[src/rtl/aexm_intsched_pkg.sv]
// Shared types and defaults for the AEXM interrupt scheduler.
package aexm_intsched_pkg;

  typedef enum logic [1:0] {
    StIdle    = 2'd0,
    StWait    = 2'd1,
    StInject  = 2'd2,
    StService = 2'd3
  } state_e;

  localparam logic [31:0] VecBaseDefault  = 32'h0000_0010;
  localparam int unsigned VecShiftDefault = 3;

endpackage

[src/rtl/aexm_prio_enc.sv]
// Lowest-index-first priority encoder: index of the lowest set request plus valid.
module aexm_prio_enc #(
  parameter int unsigned N    = 8,
  parameter int unsigned IdxW = 4
) (
  input  logic [N-1:0]    req_i,
  output logic [IdxW-1:0] idx_o,
  output logic            valid_o
);

  // Scan high to low so the lowest set index is written last.
  always_comb begin
    idx_o   = '0;
    valid_o = 1'b0;
    for (int i = int'(N) - 1; i >= 0; i--) begin
      if (req_i[i]) begin
        idx_o   = IdxW'(i);
        valid_o = 1'b1;
      end
    end
  end

endmodule

[src/rtl/aexm_intsched.sv]
// AEXM interrupt scheduler: arbitrates sources and injects at a safe decode boundary.
// Define AEXM_INTSCHED_EDGE_EN for rising-edge sticky pending instead of level requests.
module aexm_intsched
  import aexm_intsched_pkg::*;
#(
  parameter int unsigned NSRC      = 8,
  parameter int unsigned HOLDOFF   = 2,
  parameter logic [31:0] VEC_BASE  = VecBaseDefault,
  parameter int unsigned VEC_SHIFT = VecShiftDefault
) (
  input  logic            gclk,
  input  logic            grst,
  input  logic            d_en,
  input  logic            x_en,
  input  logic [NSRC-1:0] irq_req,
  input  logic            dSKIP,
  input  logic            xSKIP,
  input  logic            d_brimm,
  input  logic            mask_we,
  input  logic [NSRC-1:0] mask_wd,
  input  logic            gie_set,
  input  logic            rti_done,
  output logic            cpu_interrupt,
  output logic [31:0]     int_vector,
  output logic            int_active,
  output logic [3:0]      int_src,
  output logic [NSRC-1:0] irq_mask,
  output logic            gie
);

  localparam int unsigned CntW = (HOLDOFF < 2) ? 1 : $clog2(HOLDOFF + 1);

  state_e          state_q;
  logic            cpu_interrupt_q, int_active_q, gie_q;
  logic [31:0]     int_vector_q;
  logic [3:0]      int_src_q;
  logic [NSRC-1:0] irq_mask_q;
  logic [CntW-1:0] cnt_q;

  logic [NSRC-1:0] src_lvl, pend;
  logic [3:0]      win_idx;
  logic            win_valid;
  logic            safe;
  logic [31:0]     vec;

  logic unused_x_en;
  assign unused_x_en = x_en;

`ifdef AEXM_INTSCHED_EDGE_EN
  logic [NSRC-1:0] irq_d_q, sticky_q, sticky_d, edge_det, svc_clr;

  assign edge_det = irq_req & ~irq_d_q;
  assign svc_clr  = (state_q == StInject && d_en) ? (NSRC'(1) << int_src_q) : '0;
  // A fresh edge beats the service clear on the same cycle.
  assign sticky_d = (sticky_q & ~svc_clr) | edge_det;
  assign src_lvl  = sticky_q | edge_det;

  always_ff @(posedge gclk) begin
    if (grst) begin
      irq_d_q  <= '0;
      sticky_q <= '0;
    end else begin
      irq_d_q  <= irq_req;
      sticky_q <= sticky_d;
    end
  end
`else
  assign src_lvl = irq_req;
`endif

  assign pend = src_lvl & irq_mask_q & {NSRC{gie_q}};

  aexm_prio_enc #(
    .N   (NSRC),
    .IdxW(4)
  ) u_prio_enc (
    .req_i  (pend),
    .idx_o  (win_idx),
    .valid_o(win_valid)
  );

  assign safe = (cnt_q == '0) && !dSKIP && !xSKIP && !d_brimm;
  assign vec  = VEC_BASE + (32'(int_src_q) << VEC_SHIFT);

  // Holdoff after a branch/IMM decode; only advances with decode.
  always_ff @(posedge gclk) begin
    if (grst) begin
      cnt_q <= '0;
    end else if (d_en && (d_brimm || dSKIP)) begin
      cnt_q <= CntW'(HOLDOFF);
    end else if (d_en && cnt_q != '0) begin
      cnt_q <= cnt_q - CntW'(1);
    end
  end

  always_ff @(posedge gclk) begin
    if (grst) begin
      state_q         <= StIdle;
      cpu_interrupt_q <= 1'b0;
      int_vector_q    <= '0;
      int_active_q    <= 1'b0;
      int_src_q       <= '0;
      irq_mask_q      <= '0;
      gie_q           <= 1'b0;
    end else begin
      if (mask_we) irq_mask_q <= mask_wd;
      if (gie_set) gie_q <= 1'b1;
      unique case (state_q)
        StIdle: begin
          if (win_valid) begin
            int_src_q <= win_idx;
            state_q   <= StWait;
          end
        end
        StWait: begin
          if (d_en && safe) begin
            cpu_interrupt_q <= 1'b1;
            int_vector_q    <= vec;
            state_q         <= StInject;
          end
        end
        StInject: begin
          if (d_en) begin
            cpu_interrupt_q <= 1'b0;
            int_vector_q    <= '0;
            gie_q           <= 1'b0;
            int_active_q    <= 1'b1;
            state_q         <= StService;
          end
        end
        StService: begin
          if (rti_done) begin
            gie_q        <= 1'b1;
            int_active_q <= 1'b0;
            state_q      <= StIdle;
          end
        end
        default: state_q <= StIdle;
      endcase
    end
  end

  assign cpu_interrupt = cpu_interrupt_q;
  assign int_vector    = int_vector_q;
  assign int_active    = int_active_q;
  assign int_src       = int_src_q;
  assign irq_mask      = irq_mask_q;
  assign gie           = gie_q;

endmodule

[config.mk]
export PLATFORM = sky130hd
export DESIGN_NAME = aexm_intsched
export DESIGN_NICKNAME = d
export VERILOG_FILES = /design/src/rtl/aexm_intsched_pkg.sv /design/src/rtl/aexm_prio_enc.sv /design/src/rtl/aexm_intsched.sv
export SDC_FILE = /design/constraint.sdc
export NUM_CORES = 1
export LEC_CHECK = 0
export CORE_MARGIN = 4
export CORE_UTILIZATION = 43
export CTS_CLUSTER_SIZE = 16
export DETAILED_ROUTE_END_ITERATION = 10
export GPL_ROUTABILITY_DRIVEN = 0
export PLACE_DENSITY = 0.86
export SETUP_SLACK_MARGIN = 0.05
export SYNTH_ARGS = -nofsm -noshare
export SYNTH_HDL_FRONTEND = slang
export SYNTH_HIERARCHICAL = 1
export SYNTH_SLANG_ARGS = --single-unit
[constraint.sdc]
create_clock -name gclk -period 4.5 [get_ports gclk]
set_input_delay 0.9 -clock gclk [delete_from_list [all_inputs] [get_ports gclk]]
set_output_delay 0.9 -clock gclk [all_outputs]
set_load 0.03 [all_outputs]
# Word-level counts from Yosys, hierarchy flattened
# Cells that the tools add are included.
# totals
register_bits,51
out_inout_bits,47
# classes
n_addsub,2
eq_ne,7
mux,36
bitwise,2
reduce_logical,21
# ops
cell,count
$mux W32,2
$pmux W32 S2,1
$mux W3,8
$and A8 B8 Y8,2
$mux W1,15
$mux W2,6
$add A5 B7 Y8 const A,1
$pmux W2 S4,1
$reduce_bool A2 Y1,4
$logic_and A1 B1 Y1,6
$ne A2 B2 Y1 const B,3
$pmux W1 S2,3
$reduce_and A3 Y1,2
$eq A2 B2 Y1 const B,2
$logic_not A2 Y1,2
$reduce_and A4 Y1,1
$logic_not A1 Y1,3
$eq A2 B1 Y1 const B,1
$ne A2 B1 Y1 const B,1
$reduce_and A2 Y1,1
$reduce_or A2 Y1,1
$sub A2 B1 Y2 const B,1
$logic_or A1 B1 Y1,1

# Logic depth before layout (Yosys ltp)
# Gate-level depths: netlist of the first run.
# depth
ltp_word,12
depth_mapped,7
depth_no_buf,6

# Modules after synthesis
# The synthesis of the first run kept the hierarchy.
# modules_own_cells
module,n_inst,cells_each,area_each_um2,seq_area_each_um2
aexm_intsched,1,155,1333.8,480.5
aexm_prio_enc,1,15,91.3,0.0

# Least setup slack after synthesis of the first run
# Ideal clock, no wire load.
# synth_path
kind,input to register
from,in dSKIP
to,reg int_vector_q[4] (netlist: int_vector[4])
arrival_ns,2.143
t_required_ns,4.430
path_slack_ns,2.287
cell_stages,5
path_buffers,1
cell_sequence,or3b_1 o21a_1 buf_6 or4_1 a21oi_1
# synth_via
elab_chain_cells,7
# synth_lines
item,line_no,source
from (decl),aexm_intsched.sv:16,"input logic dSKIP,"
$logic_not A1 Y1,aexm_intsched.sv:82,assign safe = (cnt_q == '0) && !dSKIP && !xSKIP && !d_brimm;
$logic_and A1 B1 Y1 (3 in series),aexm_intsched.sv:82,
$logic_and A1 B1 Y1,aexm_intsched.sv:116,if (d_en && safe) begin
$ne A2 B2 Y1 (no line),-,
$reduce_and A3 Y1 (no line),-,
to (signal assigned),aexm_intsched.sv:118,int_vector_q <= vec;
to (decl),aexm_intsched.sv:35,logic [31:0] int_vector_q;
# No other way between the ends.
# A chain may end at the register's enable or synchronous reset.

# Worst setup path in the final report of the first run
# layout_path
from,in irq_req[7]
to,reg state_q[1]
# layout_via
elab_chain_cells,12
# layout_lines
item,line_no,source
from (decl),aexm_intsched.sv:15,"input logic [NSRC-1:0] irq_req,"
$and A8 B8 Y8 (2 in series),aexm_intsched.sv:71,assign pend = src_lvl & irq_mask_q & {NSRC{gie_q}};
net pend[7],aexm_intsched.sv:40,"logic [NSRC-1:0] src_lvl, pend;"
$mux W1 (8 in series),aexm_prio_enc.sv:16,if (req_i[i]) begin
net win_valid,aexm_intsched.sv:42,logic win_valid;
$ne A2 B1 Y1 (no line),-,
$reduce_and A4 Y1 (no line),-,
to (signal assigned),aexm_intsched.sv:98,state_q <= StIdle;
to (signal assigned),aexm_intsched.sv:112,state_q <= StWait;
to (signal assigned),aexm_intsched.sv:119,state_q <= StInject;
to (decl),aexm_intsched.sv:33,state_e state_q;
# The timed path passes the listed nets, and every way through them passes these cells.

==> results of run 1 <==
layout make-up:
cell class,count,area [um2]
Inverter,8,30.0
Sequential cell,24,480
Tap cell,44,55.1
Clock buffer,3,22.5
Multi-Input combinational cell,131,776
Timing Repair Buffer,44,440
Fill cell,291,1300
cells by family after synthesis:
logic type | count (synthesis) | synth area share (%)
muxes | 9 | 6.32
adders and majority gates | 7 | 6.15
AOI/OAI and AO/OA | 34 | 14.0
buffers and inverters | 41 | 18.7
and+or+nand+nor | 52 | 20.0
DFF | 24 | 33.7
xor gates and xnor gates | 1 | 0.615
other | 2 | 0.527
per-layer routing:
metal	track usage, %	up-vias	routed length [um]
li1	-	618	-
met1	16.0	560	1240
met2	23.8	54	1370
met3	5.81	4	313
met4	4.66	0	39
met5	0	-	0
metrics by stage:
stage               utilization (%)  total power, mW  setup slack (ns)  hold WS, ns  cells
finish                         58.1            0.651              1.97        0.477    254
global route                   58.1            0.700              1.77        0.502    254
CTS                            58.1            0.655              2.02        0.481    254
detailed placement             57.4            0.562              1.70        0.465    251
global placement               57.4            0.556              1.67        0.460    251
floorplan                         -            0.498              2.29        0.447    196
worst min-delay path: stages, from the launching register on:
cell	delay [ns]
dfxtp_1	0.33
o21ai_0	0.06
a21oi_1	0.06
cell usage in the layout, fill, tap and decap left out, types with 2 or more instances in the layout:
cell type        instances
clkdlybuf4s50_1         44
conb_1                  28
dfxtp_1                 24
a21oi_1                 15
nor2_1                  13
nand2_1                 10
mux2i_1                  9
inv_1                    8
and3_1                   8
ha_1                     7
o21ai_0                  6
nand3_1                  5
o21a_1                   3
o21ai_1                  3
clkbuf_4                 3
or3b_1                   2
nand2b_1                 2
nor4_1                   2
or4_1                    2
nand4b_1                 2
nor2b_1                  2
worst max-delay path by stage:
| stage | from | end | cells past startpoint |
|---|---|---|---|
| floorplan | dSKIP | int_vector[4] | 5 |
| global placement | irq_req[5] | state_q[1] | 7 |
| detailed placement | dSKIP | int_vector[6] | 5 |
| CTS | irq_req[7] | state_q[1] | 7 |
| global route | irq_req[5] | state_q[1] | 7 |
| finish | irq_req[7] | state_q[1] | 7 |
power by group through the flow:
| stage | sequential [mW] | clock, mW | combinational (mW) |
|---|---|---|---|
| floorplan | 0.296 | 0 | 0.202 |
| global placement | 0.263 | 0 | 0.293 |
| detailed placement | 0.264 | 0 | 0.297 |
| CTS | 0.260 | 0.0946 | 0.301 |
| global route | 0.265 | 0.104 | 0.331 |
| finish | 0.259 | 0.0899 | 0.302 |
sequential cells by signal, summed over array words and instances, names as in the netlist:
signal         cells
cnt_q              2
cpu_interrupt      1
gie                1
int_active         1
int_src            4
int_vector         5
irq_mask           8
state_q            2
==> flow_metrics.py, run 1 <==
metrics = {
    "drt": {
        "drt_pass1_iterations": 4,
        "drt_iter0_markers": 77,
        "drc": 0,
        "ant_nets": 0,
        "wire_per_inst_um": 11.7,
        "viasPerCell": 4.87,
        "drt-total-wl_um": 2960,
        "vias": 1236,
    },
    "timing": {
        "skew_ns": 0.0160,
        "slew_violations": 0,
        "rsz0062_at_grt": "no",
        "setup_violations": 0,
        "worst_pin_slew_ns": 0.858,
        "fin_crit_sh_pct": 56.2,
        "setup_tns_ns": 0,
        "min_period_ns": 2.53,
        "fmax_mhz": 396,
        "slew_headroom_pct": 42.6,
        "hold_viol_final": 0,
    },
    "finish": {
        "area_growth_pct": 26.6,
        "stdcell_area_um2": 1800,
        "antenna-diode-count": 0,
        "drive_above_1_share_pct": 1.90,
        "fin_nets": 245,
    },
    "clock_tree": {
        "postCtsSetupRepairBufs": 0,
        "cts_tree": "done",
        "insertion_delay_ns": 0.31,
        "clk_path_buf_depth": 2,
        "cts_hold_buf": 0,
        "cts.sinks": 24,
        "numCtsBuffers": 3,
        "cts_resized": 0,
        "clock-root-buffer": "clkbuf_4",
        "cts_max_level": 1,
        "clk_pin_slew_ns": 0.13,
    },
    "setup_path": {
        "path_cells": "clkdlybuf4s50_1 > and3_1 > nor4_1 > nand2_1 > o221ai_1 > or3b_1 > a21oi_1",
        "critPathLaunchType": "input pin",
        "cp.required_ns": 4.66,
        "critPathArrivalTime_ns": 2.69,
        "timing.rr.end": "state_q[1]",
        "critPathMaxFanout": 6,
        "critPathMaxStageDelay_ns": 0.40,
        "r2r_start": "gie",
        "path_delay_family": "simple AND/OR/NAND/NOR gates",
        "critPathCaptureType": "flop",
        "critPathSlowestCell": "clkdlybuf4s50_1",
        "crit_buf_inv": 1,
        "crit_type": "input pin to flop",
        "reg2reg_depth": 6,
        "ff2ff_setup_slack_ns": 2.49,
    },
    "synth": {
        "synthArstFlopShare_pct": 0,
        "synth-edff-count": 0,
        "syn_inst": 170,
        "synth_most_common_cell": "buf_4",
        "yosysSeqAreaShare_pct": 33.7,
        "synth.area.top_cells": "dfxtp_1 (34%), buf_4 (15%), mux2i_1 (6.3%)",
        "yosys.area.top_type": "dfxtp_1",
        "avgSynthCellArea_um2": 8.38,
        "ys.flop_type": "dfxtp_1",
        "synth_top_cell_area_share_pct": 33.7,
        "ys_ff_latch": 24,
        "yosysUniqueCellTypes": 34,
        "ys_warn_count": 6,
        "synthTopCellsByCount": "buf_4 (28), dfxtp_1 (24), a21oi_1 (15), nor2_1 (13), nand2_1 (10)",
        "synth_area_um2": 1430,
    },
    "global_route": {
        "overflow": 0,
        "antenna_found_initial": 0,
        "grt_pass1_wl_um": 4750,
        "grt_max_degree": 25,
        "first_global_vias": 1106,
        "grtUsageTotal_pct": 14.1,
    },
    "die": {
        "coreArea_um2": 3100,
        "die_h_um": 65.6,
        "rows": 20,
        "design.die.area_um2": 4300,
        "ios": 73,
        "initial_core_util_pct": 45.9,
        "die_x_um": 65.6,
    },
    "power": {
        "clkPwrFrac_pct": 13.8,
        "power_frac_seq_pct": 39.8,
        "swShare_pct": 40.8,
        "pwr-share-comb_pct": 46.4,
        "vdd_drop_max_v": 0.000197,
        "p_per_area_nw_per_um2": 361,
        "p_leak_nw": 0.761,
        "internal_power_uw": 386,
        "switchingPower_uw": 265,
    },
    "placed_design": {
        "io_buffers": 44,
        "placed_area_um2": 1780,
        "dp.final_hpwl_um": 2370,
    },
    "run_status": {
        "status": "complete, no violations",
    },
    "worst_hold_path": {
        "min_from": "int_vector[4]",
        "min_path_cells": 2,
        "hold_class": "flop to flop",
        "hold_path_end": "int_vector[4]",
    },
    "flow_run": {
        "cap_violations": 0,
    },
}
No activity file was read; power rests on OpenSTA's default activity.
==> run 2: changes to the inputs <==
--- a/config.mk
+++ b/config.mk
@@ -6,11 +6,11 @@
 export NUM_CORES = 1
 export LEC_CHECK = 0
 export CORE_MARGIN = 4
-export CORE_UTILIZATION = 43
+export CORE_UTILIZATION = 36
 export CTS_CLUSTER_SIZE = 16
 export DETAILED_ROUTE_END_ITERATION = 10
 export GPL_ROUTABILITY_DRIVEN = 0
-export PLACE_DENSITY = 0.86
+export PLACE_DENSITY = 0.77
 export SETUP_SLACK_MARGIN = 0.05
 export SYNTH_ARGS = -nofsm -noshare
 export SYNTH_HDL_FRONTEND = slang
==> constraint.sdc (replaced) <==
create_clock -name gclk -period 2.21 [get_ports gclk]
set_input_delay 0.442 -clock gclk [delete_from_list [all_inputs] [get_ports gclk]]
set_output_delay 0.442 -clock gclk [all_outputs]
set_load 0.03 [all_outputs]
==> flow_metrics.py, run 2 (synthesis results as in run 1) <==
metrics = {
    "run_status": {
        "status": "complete, no violations",
    },
    "clock_tree": {
        "cts.sinks": 24,
        "cts_tree": "done",
        "clk_pin_slew_ns": 0.08,
        "numCtsBuffers": 3,
        "postCtsSetupRepairBufs": 0,
        "cts_resized": 0,
        "clk_path_buf_depth": 2,
        "insertion_delay_ns": 0.26,
        "cts_max_level": 1,
        "cts_hold_buf": 0,
        "clock-root-buffer": "clkbuf_8",
    },
    "power": {
        "vdd_drop_max_v": 0.000442,
        "p_leak_nw": 0.819,
        "power.total_mw": 1.49,
        "p_per_area_nw_per_um2": 781,
    },
    "drt": {
        "wire_per_inst_um": 11.8,
        "drt_iter0_markers": 48,
        "vias": 1240,
        "drc": 0,
        "drt_pass1_iterations": 4,
        "viasPerCell": 4.64,
        "ant_nets": 0,
        "drt-total-wl_um": 3150,
    },
    "finish": {
        "area_growth_pct": 34.3,
        "final_common_cell": "clkdlybuf4s50_1",
        "antenna-diode-count": 0,
        "nFillCells": 365,
        "fin_nets": 253,
        "drive_above_1_share_pct": 6.85,
        "final_cells": 267,
        "stdcell_area_um2": 1910,
        "largest_reg_flops": 8,
        "final_cell_mix": "clkdlybuf4s50_1 (44), conb_1 (28), dfxtp_1 (24)",
    },
    "die": {
        "die_h_um": 70.9,
        "initial_core_util_pct": 38.1,
        "die_x_um": 70.9,
        "design.die.area_um2": 5030,
        "ios": 73,
        "coreArea_um2": 3740,
        "rows": 22,
    },
    "placed_design": {
        "placed_area_um2": 1850,
        "dp.final_hpwl_um": 2530,
        "pre_cts_ws_ns": -0.0733,
        "placedCellCount": 263,
        "io_buffers": 44,
    },
    "timing": {
        "hold_viol_final": 0,
        "fin_crit_sh_pct": 89.5,
        "fmax_mhz": 506,
        "skew_ns": 0.00230,
        "slew_violations": 0,
        "rsz0062_at_grt": "no",
        "final.setup.worst_slack_ns": 0.232,
        "min_period_ns": 1.98,
        "setup_violations": 0,
        "setup_tns_ns": 0,
    },
    "global_route": {
        "grt_max_degree": 25,
        "antenna_found_initial": 0,
        "overflow": 0,
        "first_global_vias": 1191,
        "grt_pass1_wl_um": 5210,
        "grtUsageTotal_pct": 12.3,
    },
    "worst_hold_path": {
        "hold_class": "flop to flop",
        "min_from": "int_vector[3]",
        "hold_path_end": "int_vector[3]",
        "min_path_cells": 2,
    },
    "setup_path": {
        "r2r_start": "cnt_q[0]",
        "worstSetupStartpoint": "dSKIP",
        "critPathLaunchType": "input pin",
        "critPathMaxFanout": 7,
        "crit_type": "input pin to flop",
        "ff2ff_setup_slack_ns": 0.31,
        "critPathCaptureType": "flop",
        "critPathSlowestCell": "or4_1",
        "critPathArrivalTime_ns": 2.18,
        "timing.rr.end": "int_vector[6]",
        "reg2reg_depth": 6,
        "cp.required_ns": 2.41,
        "path_cells": "clkdlybuf4s50_1 > or3b_1 > o21a_1 > or4_1 > a21oi_1",
        "critPathMaxStageDelay_ns": 0.48,
    },
    "flow_run": {
        "cap_violations": 0,
    },
}
## run 2: worst max-delay path, delay by kind of cell
kind,cells,cell delay [ns]
AND/OR/NAND/NOR,2,0.90
buffers and inverters,1,0.42
AO/OA/AOI/OAI,2,0.41
## run 2: power breakdown
| part | internal, mW | total (mW) | switching (mW) |
|---|---|---|---|
| combinational | 0.277 | 0.670 | 0.393 |
| sequential | 0.487 | 0.530 | 0.0429 |
| clock | 0.159 | 0.295 | 0.136 |
## run 2: cell type report
cell class | count | area, um2 | share of cell area [%]
Inverter | 8 | 30.0 | 1.57
Multi-Input combinational cell | 131 | 788 | 41.2
Sequential cell | 24 | 480 | 25.1
Timing Repair Buffer | 52 | 500 | 26.1
Tap cell | 48 | 60.1 | 3.14
Clock buffer | 4 | 55.1 | 2.88
## run 2: layer usage
metal,track usage (%),wire [um],vias up
met5,0,0,-
met4,2.09,20,0
met3,4.83,321,2
met2,20.5,1460,49
met1,15.2,1350,555
li1,-,-,634
## run 2: worst max-delay path by stage
stage	end	cells after the start
finish	int_vector[6]	5
global route	int_vector[6]	5
CTS	state_q[1]	7
detailed placement	state_q[1]	7
global placement	int_vector[6]	5
floorplan	state_q[1]	6
## run 2: stage by stage
stage          util [%]  hold slack [ns]
2_1_floorplan         -            0.447
3_3_place_gp       49.3            0.462
3_5_place_dp       49.3            0.474
4_1_cts            50.8            0.486
5_1_grt            51.1            0.515
6_report           51.1            0.482
==> run 3: changes to the inputs <==
--- a/config.mk
+++ b/config.mk
@@ -16,3 +16,4 @@
 export SYNTH_HDL_FRONTEND = slang
 export SYNTH_HIERARCHICAL = 1
 export SYNTH_SLANG_ARGS = --single-unit
+export TNS_END_PERCENT = 10
==> results of run 3 <==
Final layout, timing and power as in run 2 (identical DEF).
